[config.mk]
export PLATFORM = sky130hd
export DESIGN_NAME = regr_pipe
export DESIGN_NICKNAME = d
export VERILOG_FILES = /design/src/rtl/regr_pipe_pkg.sv /design/src/rtl/regr_slice.sv /design/src/rtl/regr_pipe.sv
export SDC_FILE = /design/constraint.sdc
export NUM_CORES = 1
export LEC_CHECK = 0
export BUFFER_PORTS_ARGS = -buffer_cell sky130_fd_sc_hd__buf_2
export CAP_MARGIN = 5
export CORE_ASPECT_RATIO = 1.5
export CORE_MARGIN = 8
export CORE_UTILIZATION = 52
export CTS_CLUSTER_DIAMETER = 80
export DETAILED_ROUTE_END_ITERATION = 7
export PLACE_DENSITY_LB_ADDON = 0.15
export SETUP_SLACK_MARGIN = 0.5
export SLEW_MARGIN = 10
export SYNTH_ARGS = -nofsm -noshare
export SYNTH_HDL_FRONTEND = slang
export SYNTH_HIERARCHICAL = 1
export SYNTH_SLANG_ARGS = --single-unit
[constraint.sdc]
create_clock -name clk -period 7.3 [get_ports clk]
set_clock_uncertainty 0.2 [all_clocks]
set_input_delay 0.73 -clock clk [delete_from_list [all_inputs] [get_ports clk]]
set_output_delay 0.73 -clock clk [all_outputs]
set_load 0.05 [all_outputs]
[src/rtl/regr_pipe_pkg.sv]
// Shared constants for the elastic pipeline register and its slices.
// Slice occupancy encoding plus the capacity helper used to size the count.
package regr_pipe_pkg;

  localparam logic [1:0] ST_EMPTY = 2'b00;
  localparam logic [1:0] ST_MAIN  = 2'b01;
  localparam logic [1:0] ST_BOTH  = 2'b11;

  function automatic int cap_of(input int depth, input int skid);
    return depth * (1 + ((skid != 0) ? 1 : 0));
  endfunction

endpackage

[src/rtl/regr_slice.sv]
// One elastic register slice: a main entry, plus an optional skid entry that
// lets in_ready come straight from a register.
//
//   state    | meaning
//   ST_EMPTY | nothing held
//   ST_MAIN  | main entry valid, skid free
//   ST_BOTH  | main and skid valid (SKID=1 only); slice refuses input
module regr_slice
  import regr_pipe_pkg::*;
#(
  parameter int W    = 32,
  parameter int SKID = 1
) (
  input  logic         clk,
  input  logic         rst_n,
  input  logic         flush,
  input  logic         in_valid,
  output logic         in_ready,
  input  logic [W-1:0] in_data,
  output logic         out_valid,
  input  logic         out_ready,
  output logic [W-1:0] out_data
);

  logic [1:0]   state_q, state_d;
  logic [W-1:0] main_q, main_d;
  logic [W-1:0] skid_q, skid_d;
  logic         push, pop;

  if (SKID != 0) begin : g_skid
    assign in_ready = !flush && (state_q != ST_BOTH);
  end else begin : g_noskid
    // Ready ripples combinationally from downstream when the entry is held.
    assign in_ready = !flush && ((state_q == ST_EMPTY) || out_ready);
  end

  assign out_valid = !flush && (state_q != ST_EMPTY);
  assign out_data  = main_q;
  assign push      = in_valid && in_ready;
  assign pop       = out_valid && out_ready;

  always_comb begin
    state_d = state_q;
    main_d  = main_q;
    skid_d  = skid_q;
    if (flush) begin
      state_d = ST_EMPTY;
      main_d  = '0;
      skid_d  = '0;
    end else begin
      case (state_q)
        ST_EMPTY: begin
          if (push) begin
            main_d  = in_data;
            state_d = ST_MAIN;
          end
        end
        ST_MAIN: begin
          if (push && pop) begin
            main_d = in_data;
          end else if (pop) begin
            state_d = ST_EMPTY;
          end else if (push && (SKID != 0)) begin
            skid_d  = in_data;
            state_d = ST_BOTH;
          end
        end
        ST_BOTH: begin
          // Input is blocked here, so a pop simply promotes the skid entry.
          if (pop) begin
            main_d  = skid_q;
            state_d = ST_MAIN;
          end
        end
        default: state_d = ST_EMPTY;
      endcase
    end
  end

  always_ff @(posedge clk or negedge rst_n) begin
    if (!rst_n) begin
      state_q <= ST_EMPTY;
      main_q  <= '0;
      skid_q  <= '0;
    end else begin
      state_q <= state_d;
      main_q  <= main_d;
      skid_q  <= skid_d;
    end
  end

endmodule

[src/rtl/regr_pipe.sv]
// Elastic pipeline register: DEPTH valid/ready slices in a chain plus an
// occupancy counter of entries held across the whole pipe.
module regr_pipe
  import regr_pipe_pkg::*;
#(
  parameter int W     = 32,
  parameter int DEPTH = 2,
  parameter int SKID  = 1,
  localparam int CAP  = cap_of(DEPTH, SKID),
  localparam int CW   = $clog2(CAP + 1)
) (
  input  logic          clk,
  input  logic          rst_n,
  input  logic          flush,
  input  logic          in_valid,
  output logic          in_ready,
  input  logic [W-1:0]  in_data,
  output logic          out_valid,
  input  logic          out_ready,
  output logic [W-1:0]  out_data,
  output logic [CW-1:0] count
);

  logic         v_s [DEPTH+1];
  logic         r_s [DEPTH+1];
  logic [W-1:0] d_s [DEPTH+1];

  logic [CW-1:0] count_q, count_d;
  logic          in_xfer, out_xfer;

  assign v_s[0]     = in_valid;
  assign d_s[0]     = in_data;
  assign in_ready   = r_s[0];
  assign out_valid  = v_s[DEPTH];
  assign out_data   = d_s[DEPTH];
  assign r_s[DEPTH] = out_ready;

  for (genvar i = 0; i < DEPTH; i++) begin : g_slice
    regr_slice #(
      .W    (W),
      .SKID (SKID)
    ) u_slice (
      .clk       (clk),
      .rst_n     (rst_n),
      .flush     (flush),
      .in_valid  (v_s[i]),
      .in_ready  (r_s[i]),
      .in_data   (d_s[i]),
      .out_valid (v_s[i+1]),
      .out_ready (r_s[i+1]),
      .out_data  (d_s[i+1])
    );
  end

  assign in_xfer  = in_valid && in_ready;
  assign out_xfer = out_valid && out_ready;
  assign count    = count_q;

  always_comb begin
    count_d = count_q;
    if (flush) begin
      count_d = '0;
    end else if (in_xfer && !out_xfer) begin
      count_d = count_q + CW'(1);
    end else if (out_xfer && !in_xfer) begin
      count_d = count_q - CW'(1);
    end
  end

  always_ff @(posedge clk or negedge rst_n) begin
    if (!rst_n) begin
      count_q <= '0;
    end else begin
      count_q <= count_d;
    end
  end

endmodule
==> qor.csv, run 1 <==
metric;value;unit
cell taking the most area after synthesis;dfrtp_1;
root buffer cell;clkbuf_16;
Synth area leaders;dfrtp_1, mux2i_1, mux2_2;
xor/xnor cell area share of the yosys netlist;0.235;%
I/O pin total;74;
All-Layer GR Usage;16.8;%
DR WL/cell;15.4;um
Slew @ Worst Pin;1160;ps
highest clock rate;0.293;GHz
post-route ant nets;0;
total power;0.00248;W
Area growth syn-to-layout;13.4;%
I/O Buffers;73;
Final GP Congestion;0.737;
# diodes;0;
Top Metal Used;met4;
Post-synth EDFFs;0;
period utilization;46.7;%
crit path DAT;2480;ps
Synth Flop Type;dfrtp_1;
Avg Cell Area, Syn;10.8;um2
Syn Inst Count;641;
largest family of logic cells by synthesized area;multiplexers;
Clock Latency Late Sink;400;ps
Seq cells post-synth;135;
outcome;finished clean;
Max Cap Viol;0;
Filler cells;1133;
H-tree depth;4;
cts-stage hold buffer count;0;
Final Critical Period;3410;ps
synth unique cells;36;
Rows;51;
proportion of layout cells with a drive suffix above 1;26.9;%
register clock-pin slew on the reported worst setup and hold paths;60;ps
relative slew slack;22.3;%
top cells by count, synth;dfrtp_1, nor2_1, mux2i_1;
Congestion Overflow GR;0;
clock tree buffer depth;2;
pwr dens;316;nW/um2
initial antenna violation count;0;
full die area;17300;um2
met3 WL;482;um
async set-reset flop share out of synthesis;100;%
share of the synthesized area in the top cell type;48.9;%
register area share after synthesis;48.9;%
Resized Gates After CTS;0;
die width;110;um
setup TNS;0;ps
post-synthesis simple-gate area fraction;17.0;%
Pre-Repair DR Iteration Count;4;
Final Routed Wirelength;13.4;mm
fin. max-slew vios;0;
adder-cell share of the synthesized area;1.74;%
first-pass GRT wire length;23.2;mm
DR vias/cell;5.31;
final worst setup slack;3890;ps
CP Launch Type;input port;
CTS Sinks;135;
met2 WL post-DR;6.96;mm
Pleak;3.53;nW
final hold violations;0;
TritonCTS Buffers;17;
setup repair bufs after CTS;0;
Max VDD drop;178;uV
Post-Syn Nets;687;
Hold Path Class;in2async;
critical path class;in2out;
chip height;157;um
Worst Path Max Fanout;109;
DP HPWL;8.56;mm
setup slack at placement;3670;ps
CTS tree;done;
DRC viols;0;
Synth Area in Compound Gates;6.35;%
cell area after synthesis;6920;um2
mux contribution to synthesized area;20.7;%
initial DRC count;184;
Via Count;4620;
layout net count;744;
Core ar.;13000;um2
Initial Util;53.1;%
Finish-stage setup viols;0;
Critical Path End Type;output pin;
final hold slack;138;ps
Metal-1 WL;5.83;mm
required time of the critical path;6370;ps
top-count cell post-synth;dfrtp_1;
RSZ-0062 raised after global routing;false;
vias in the first global route;4984;
maximum number of pins on one net before global-route repair;110;
Syn. warnings;6;
==> worst max-delay path, stage by stage <==
cell and delay (ps):
buf_4 350, buf_4 830, nor2_1 270, buf_2 290
==> routing by layer <==
metal / vias to the layer above / global-route usage (%)
met5: - / 0
met4: 0 / 5.42
met3: 9 / 4.01
met2: 63 / 29.5
met1: 2282 / 19.5
li1: 2266 / -
==> metrics by stage <==
| step | instance area (um2) | utilization [%] | cells |
|---|---|---|---|
| after floorplan | 6920 | - | 641 |
| after global placement | 7240 | 55.6 | 838 |
| after detailed placement | 7240 | 55.6 | 838 |
| after CTS | 7850 | 60.3 | 870 |
| after global routing | 7850 | 60.3 | 870 |
| final | 7850 | 60.3 | 870 |
==> path summary, 6_finish.rpt <==
kind                                                              from                                          end  slack (ps)  cells past startpoint
setup / recovery                                                 flush                                    out_valid        3890                      4
hold / removal                                                   rst_n                         count[2]$_DFFE_PN0P_         140                      1
setup reg to reg             g_slice[0].u_slice/state_q[0]$_DFFE_PN0P_   g_slice[1].u_slice/out_data[3]$_DFFE_PN0P_        4470                      6
hold reg to reg            g_slice[1].u_slice/out_data[22]$_DFFE_PN0P_  g_slice[1].u_slice/out_data[22]$_DFFE_PN0P_         290                      1
max in group asynchronous                                        rst_n   g_slice[1].u_slice/out_data[2]$_DFFE_PN0P_        5510                      2
min in group clk           g_slice[1].u_slice/out_data[22]$_DFFE_PN0P_  g_slice[1].u_slice/out_data[22]$_DFFE_PN0P_         290                      1
==> placed cells by master (no fill, tap or decap), types with 2 or more instances in the layout <==
master,netlist,routed
a211o_1,2,2
a21oi_1,3,3
a31oi_1,2,2
and2_1,2,2
and4bb_2,2,2
buf_2,8,71
buf_4,0,8
bufinv_16,0,3
clkbuf_16,0,17
clkinv_2,0,4
clkinvlp_4,0,3
dfrtp_1,135,135
ha_1,8,6
ha_2,0,2
inv_1,9,9
inv_6,0,4
mux2_1,6,6
mux2_2,60,60
mux2i_1,69,69
nand2_1,66,66
nand2_2,2,2
nand2b_1,68,68
nand2b_4,2,2
nand4b_1,2,2
nor2_1,77,77
nor2b_1,2,2
nor2b_4,2,2
nor4_4,2,2
o21ai_0,58,58
o21ai_1,4,4
o21ai_2,6,4
o21ai_4,0,2
o31ai_1,2,2
==> registers in the layout, indices dropped and copies added (netlist names) <==
| name | count |
|---|---|
| g_slice.u_slice/out_data | 64 |
| g_slice.u_slice/skid_q | 64 |
| g_slice.u_slice/state_q | 4 |
| count | 3 |
==> power breakdown <==
part           internal, W  switching (W)  leakage (nW)
clock network     0.000539       0.000323         0.290
registers         0.000868      0.0000726          1.83
logic             0.000250       0.000430          1.41
==> layout make-up <==
cell class,instances,area (um2),area share (%)
multi-input combinational,455,3210,40.9
clock inverter,15,176,2.25
timing repair buffer,80,427,5.44
sequential,135,3380,43.1
inverter,9,33.8,0.431
clock buffer,17,425,5.42
tap,159,199,2.54
==> cells by family after synthesis <==
| kind of cell | Yosys count |
|---|---|
| flip-flops | 135 |
| AND/OR/NAND/NOR | 231 |
| adder cells (fa/ha/maj) | 9 |
| multiplexers | 135 |
| AO/OA/AOI/OAI | 79 |
| buffers and inverters | 51 |
| XOR/XNOR | 1 |
Power figures use the tool's default switching activity.
==> inputs of run 2 (changes only) <==
==> constraint.sdc (replaced) <==
create_clock -name clk -period 3.53 [get_ports clk]
set_clock_uncertainty 0.2 [all_clocks]
set_input_delay 0.353 -clock clk [delete_from_list [all_inputs] [get_ports clk]]
set_output_delay 0.353 -clock clk [all_outputs]
set_load 0.05 [all_outputs]
==> run 2 against run 1 <==
Design area increased by 4.4%. Critical path type is now reg2reg. Flip-flop and latch count unchanged. Total power increased by 110%.
==> qor.csv, run 2 (same netlist as run 1, synthesis figures left out) <==
metric;value;unit
clock tree buffer depth;2;
DRC viols;0;
proportion of layout cells with a drive suffix above 1;26.3;%
root buffer cell;clkbuf_16;
Buf+Inv Stages, Crit Path;0;
DP HPWL;9.36;mm
crit path DAT;2950;ps
Max Cap Viol;0;
vias in the first global route;5157;
Final Cell Area;8190;um2
register clock-pin slew on the reported worst setup and hold paths;50;ps
critical path class;reg2reg;
Clock Latency Late Sink;410;ps
die width;110;um
DR WL/cell;16.1;um
CTS Sinks;135;
Slew @ Worst Pin;1160;ps
maximum number of pins on one net before global-route repair;72;
initial antenna violation count;0;
Finish-stage setup viols;0;
Post-Place Cells;844;
commonest non-fill, non-tap cell in the layout;dfrtp_1;
Worst path slowest cell;o21ai_4;
Hold Path Class;in2reg;
post-route ant nets;0;
H-tree depth;4;
All-Layer GR Usage;18.0;%
required time of the critical path;3620;ps
CTS tree;done;
Rows;51;
fin. max-slew vios;0;
Largest stage delay, worst path;900;ps
Congestion Overflow GR;0;
crit-path leading delay family;compound AO/OA/AOI/OAI gates;
CP Launch Type;register;
Worst Hold Depth;3;
fin cells;907;
final hold slack;18.3;ps
pwr dens;626;nW/um2
period utilization;81.0;%
# diodes;0;
DR vias/cell;5.33;
Max VDD drop;368;uV
first-pass GRT wire length;24.7;mm
highest clock rate;0.350;GHz
Final Critical Period;2860;ps
Area growth syn-to-layout;18.5;%
Resized Gates After CTS;0;
Pre-Repair DR Iteration Count;4;
Area after DPL;7290;um2
Via Count;4831;
outcome;finished clean;
Final Routed Wirelength;14.6;mm
Final GP Congestion;0.719;
layout net count;782;
setup TNS;0;ps
I/O Buffers;73;
R2R depth;6;
initial DRC count;202;
Worst Path Max Fanout;32;
RSZ-0062 raised after global routing;true;
relative slew slack;22.5;%
final hold violations;0;
crit-path cells;ha_2 > nor2_1 > nor2b_4 > mux2i_1 > o21ai_4 > mux2_2;
Core ar.;13000;um2
CP Depth;6;
chip height;157;um
most frequent cells in the layout;dfrtp_1, nor2_1, buf_2, mux2i_1, nand2b_1;
TritonCTS Buffers;17;
Initial Util;53.1;%
full die area;17300;um2
Critical Path End Type;register;
I/O pin total;74;
Pleak;3.68;nW
## run 2: changes by cell type in the layout (fill, tap and decap cells not counted)
cell	before	now
dlygate4sd3_1	0	32
buf_4	8	14
inv_6	4	1
clkbuf_8	0	2
bufinv_16	3	2
clkinvlp_4	3	4
nor2_1	77	76
nor2_2	0	1
## run 2: power by group
part / leakage [nW] / internal [W] / switching, W
Clock: 0.277 / 0.00107 / 0.000652
Combinational: 1.58 / 0.000550 / 0.000904
Sequential: 1.83 / 0.00180 / 0.000158
## run 2: final cells by class
| cell class | count | area [um2] |
|---|---|---|
| Fill cell | 1084 | 4830 |
| Sequential cell | 135 | 3380 |
| Multi-Input combinational cell | 455 | 3210 |
| Timing Repair Buffer | 118 | 792 |
| Clock buffer | 19 | 453 |
| Tap cell | 159 | 199 |
| Clock inverter | 12 | 128 |
| Inverter | 9 | 33.8 |
## run 2: path summary, 6_finish.rpt
kind	start	endpoint	slack, ps
worst max-delay path	g_slice[1].u_slice/state_q[0]$_DFFE_PN0P_	g_slice[0].u_slice/out_data[16]$_DFFE_PN0P_	670
worst min-delay path	in_data[27]	g_slice[0].u_slice/skid_q[27]$_DFFE_PN0P_	20
worst max register to register	g_slice[1].u_slice/state_q[0]$_DFFE_PN0P_	g_slice[0].u_slice/out_data[16]$_DFFE_PN0P_	670
worst min register to register	g_slice[1].u_slice/out_data[19]$_DFFE_PN0P_	g_slice[1].u_slice/out_data[19]$_DFFE_PN0P_	280
max in group asynchronous	rst_n	g_slice[1].u_slice/skid_q[11]$_DFFE_PN0P_	2030
min in group asynchronous	rst_n	g_slice[1].u_slice/out_data[18]$_DFFE_PN0P_	320
## run 2: timing repair
item / in CTS / in global routing
hold buffers: 32 / 0
setup endpoints to repair: 0 / 2
setup buffers: 0 / 0
endpoints found under the hold margin: 98 / 0
## run 2: stage by stage
step	total power [W]	utilization, %	setup WS (ps)
5_1_grt	0.00538	62.9	496
3_3_place_gp	0.00336	56.0	760
4_1_cts	0.00519	62.9	638
3_5_place_dp	0.00342	56.0	648
2_1_floorplan	0.00309	-	694
6_report	0.00513	62.9	671
## run 2: tightest hold or removal path, cell delays in order
cell and delay, ps:
buf_2 110, nand2_1 60, o21ai_1 60
## run 2: routing by layer
| metal | global-route usage (%) | share of wire (%) |
|---|---|---|
| met5 | 0 | 0 |
| met4 | 6.18 | 0.96 |
| met3 | 4.38 | 3.6 |
| met2 | 31.4 | 53 |
| met1 | 20.7 | 42 |
==> inputs of run 3 (changes only) <==
==> constraint.sdc (replaced) <==
create_clock -name clk -period 2.8 [get_ports clk]
set_clock_uncertainty 0.2 [all_clocks]
set_input_delay 0.28 -clock clk [delete_from_list [all_inputs] [get_ports clk]]
set_output_delay 0.28 -clock clk [all_outputs]
set_load 0.05 [all_outputs]
==> run 3 against run 2 <==
Wire length up 0.95%. Hold slack improved by 130 ps. Sequential power rose by 27%. Clock power rose by 41%. Non-clock buffer count up 8. First-iteration DRC count decreased by 30%. Core utilization up 2.7 points. Combinational power is 41% higher. Design area grew 4.2%.
==> qor.csv, run 3 (same netlist as run 1, synthesis figures left out) <==
metric;value;unit
outcome;finished clean;
Max Cap Viol;0;
proportion of layout cells with a drive suffix above 1;28.0;%
CTS Sinks;135;
period utilization;79.6;%
DR vias/cell;5.25;
vias in the first global route;5038;
CTS tree;done;
DR WL/cell;16.0;um
crit path DAT;2330;ps
Rows;51;
initial DRC count;141;
Critical Path End Type;register;
relative slew slack;51.0;%
layout net count;790;
pwr dens;813;nW/um2
Finish-stage setup viols;0;
Clock Latency Late Sink;410;ps
# diodes;0;
Area growth syn-to-layout;23.5;%
required time of the critical path;2900;ps
Hold Path Class;in2async;
Area after DPL;7460;um2
Worst path slowest cell;dfrtp_1;
TritonCTS Buffers;17;
fin. max-slew vios;0;
Core ar.;13000;um2
Max VDD drop;471;uV
R2R Path End;g_slice[0].u_slice/out_data[12]$_DFFE_PN0P_;
Final GP Congestion;0.793;
RSZ-0062 raised after global routing;true;
Congestion Overflow GR;0;
Final Cell Area;8540;um2
r2r startpoint;g_slice[1].u_slice/state_q[1]$_DFFE_PN0P_;
Slew @ Worst Pin;736;ps
chip height;157;um
Pleak;3.88;nW
crit-path cells;ha_2 > nor2_4 > nor2b_4 > mux2i_1 > o21ai_4 > buf_4 > mux2_4;
clock tree buffer depth;2;
R2R depth;7;
met3 WL;512;um
Initial Util;53.1;%
Largest stage delay, worst path;400;ps
Final Critical Period;2230;ps
commonest non-fill, non-tap cell in the layout;dfrtp_1;
post-route ant nets;0;
most frequent cells in the layout;dfrtp_1, nor2_1, buf_2, mux2i_1, nand2b_1;
met2 WL post-DR;7.47;mm
setup TNS;0;ps
Final Routed Wirelength;14.7;mm
final hold violations;0;
DRC viols;0;
fin cells;916;
full die area;17300;um2
Top Metal Used;met4;
highest clock rate;0.449;GHz
Reg2Reg Setup Slack;570;ps
Pre-Repair DR Iteration Count;4;
CP Launch Type;register;
H-tree depth;4;
Worst Path Max Fanout;12;
root buffer cell;clkbuf_16;
die width;110;um
I/O pin total;74;
I/O Buffers;73;
Post-Place Cells;847;
initial antenna violation count;0;
All-Layer GR Usage;18.2;%
Metal-1 WL;6.48;mm
first-pass GRT wire length;24.6;mm
DP HPWL;9.52;mm
Via Count;4809;
maximum number of pins on one net before global-route repair;82;
register clock-pin slew on the reported worst setup and hold paths;60;ps
critical path class;reg2reg;
-- run 3: metrics by stage --
stage	setup slack, ps	power (W)	hold WS [ps]	utilization [%]
6_report	571	0.00694	151	65.6
5_1_grt	488	0.00728	160	65.6
4_1_cts	502	0.00695	139	64.9
3_5_place_dp	374	0.00444	46.2	57.3
3_3_place_gp	485	0.00436	39.0	57.3
2_1_floorplan	388	0.00401	-216	-
-- run 3: how the worst max path moves through the flow --
| stage | startpoint | endpoint | slack [ps] | cells past startpoint |
|---|---|---|---|---|
| floorplan | g_slice[0].u_slice/state_q[0]$_DFFE_PN0P_ | count[2]$_DFFE_PN0P_ | 390 | 10 |
| global placement | g_slice[0].u_slice/state_q[0]$_DFFE_PN0P_ | g_slice[1].u_slice/out_data[25]$_DFFE_PN0P_ | 490 | 7 |
| detailed placement | g_slice[0].u_slice/state_q[0]$_DFFE_PN0P_ | g_slice[1].u_slice/out_data[25]$_DFFE_PN0P_ | 370 | 7 |
| CTS | g_slice[0].u_slice/state_q[0]$_DFFE_PN0P_ | g_slice[0].u_slice/state_q[0]$_DFFE_PN0P_ | 500 | 6 |
| global route | g_slice[1].u_slice/state_q[0]$_DFFE_PN0P_ | g_slice[1].u_slice/state_q[0]$_DFFE_PN0P_ | 490 | 6 |
| finish | g_slice[1].u_slice/state_q[1]$_DFFE_PN0P_ | g_slice[0].u_slice/out_data[12]$_DFFE_PN0P_ | 570 | 7 |
-- run 3: critical path, delay by kind of cell, from the launching register on --
| kind | cells | cell delay [ps] |
|---|---|---|
| flops | 1 | 400 |
| mux | 2 | 480 |
| fa+ha+maj | 1 | 230 |
| buf+inv | 1 | 300 |
| compound gates | 1 | 190 |
| simple gates | 2 | 310 |
-- run 3: area by class of cell --
| class | instances | area, um2 |
|---|---|---|
| Multi-Input combinational cell | 455 | 3350 |
| Clock inverter | 11 | 198 |
| Sequential cell | 135 | 3380 |
| Clock buffer | 21 | 450 |
| Inverter | 9 | 33.8 |
| Fill cell | 1055 | 4480 |
| Timing Repair Buffer | 126 | 925 |
| Tap cell | 159 | 199 |
-- run 3: what timing repair did --
action,4_1_cts,5_1_grt
pin swaps,0,1
hold endpoints to repair,76,0
setup buffers,0,3
endpoints found under the setup margin,58,80
gates resized for setup,3,11
cloned,0,1
hold buffers,33,0
-- run 3: report_power, final --
part	leakage, nW	internal [W]	switching [W]
sequential	1.83	0.00226	0.000212
clock	0.311	0.00161	0.000827
combinational	1.75	0.000837	0.00120
-- run 3: layer usage --
metal / GRT usage, % / vias up
li1: - / 2353
met1: 21.7 / 2369
met3: 5.32 / 20
met5: 0 / -
met2: 30.2 / 67
met4: 6.31 / 0
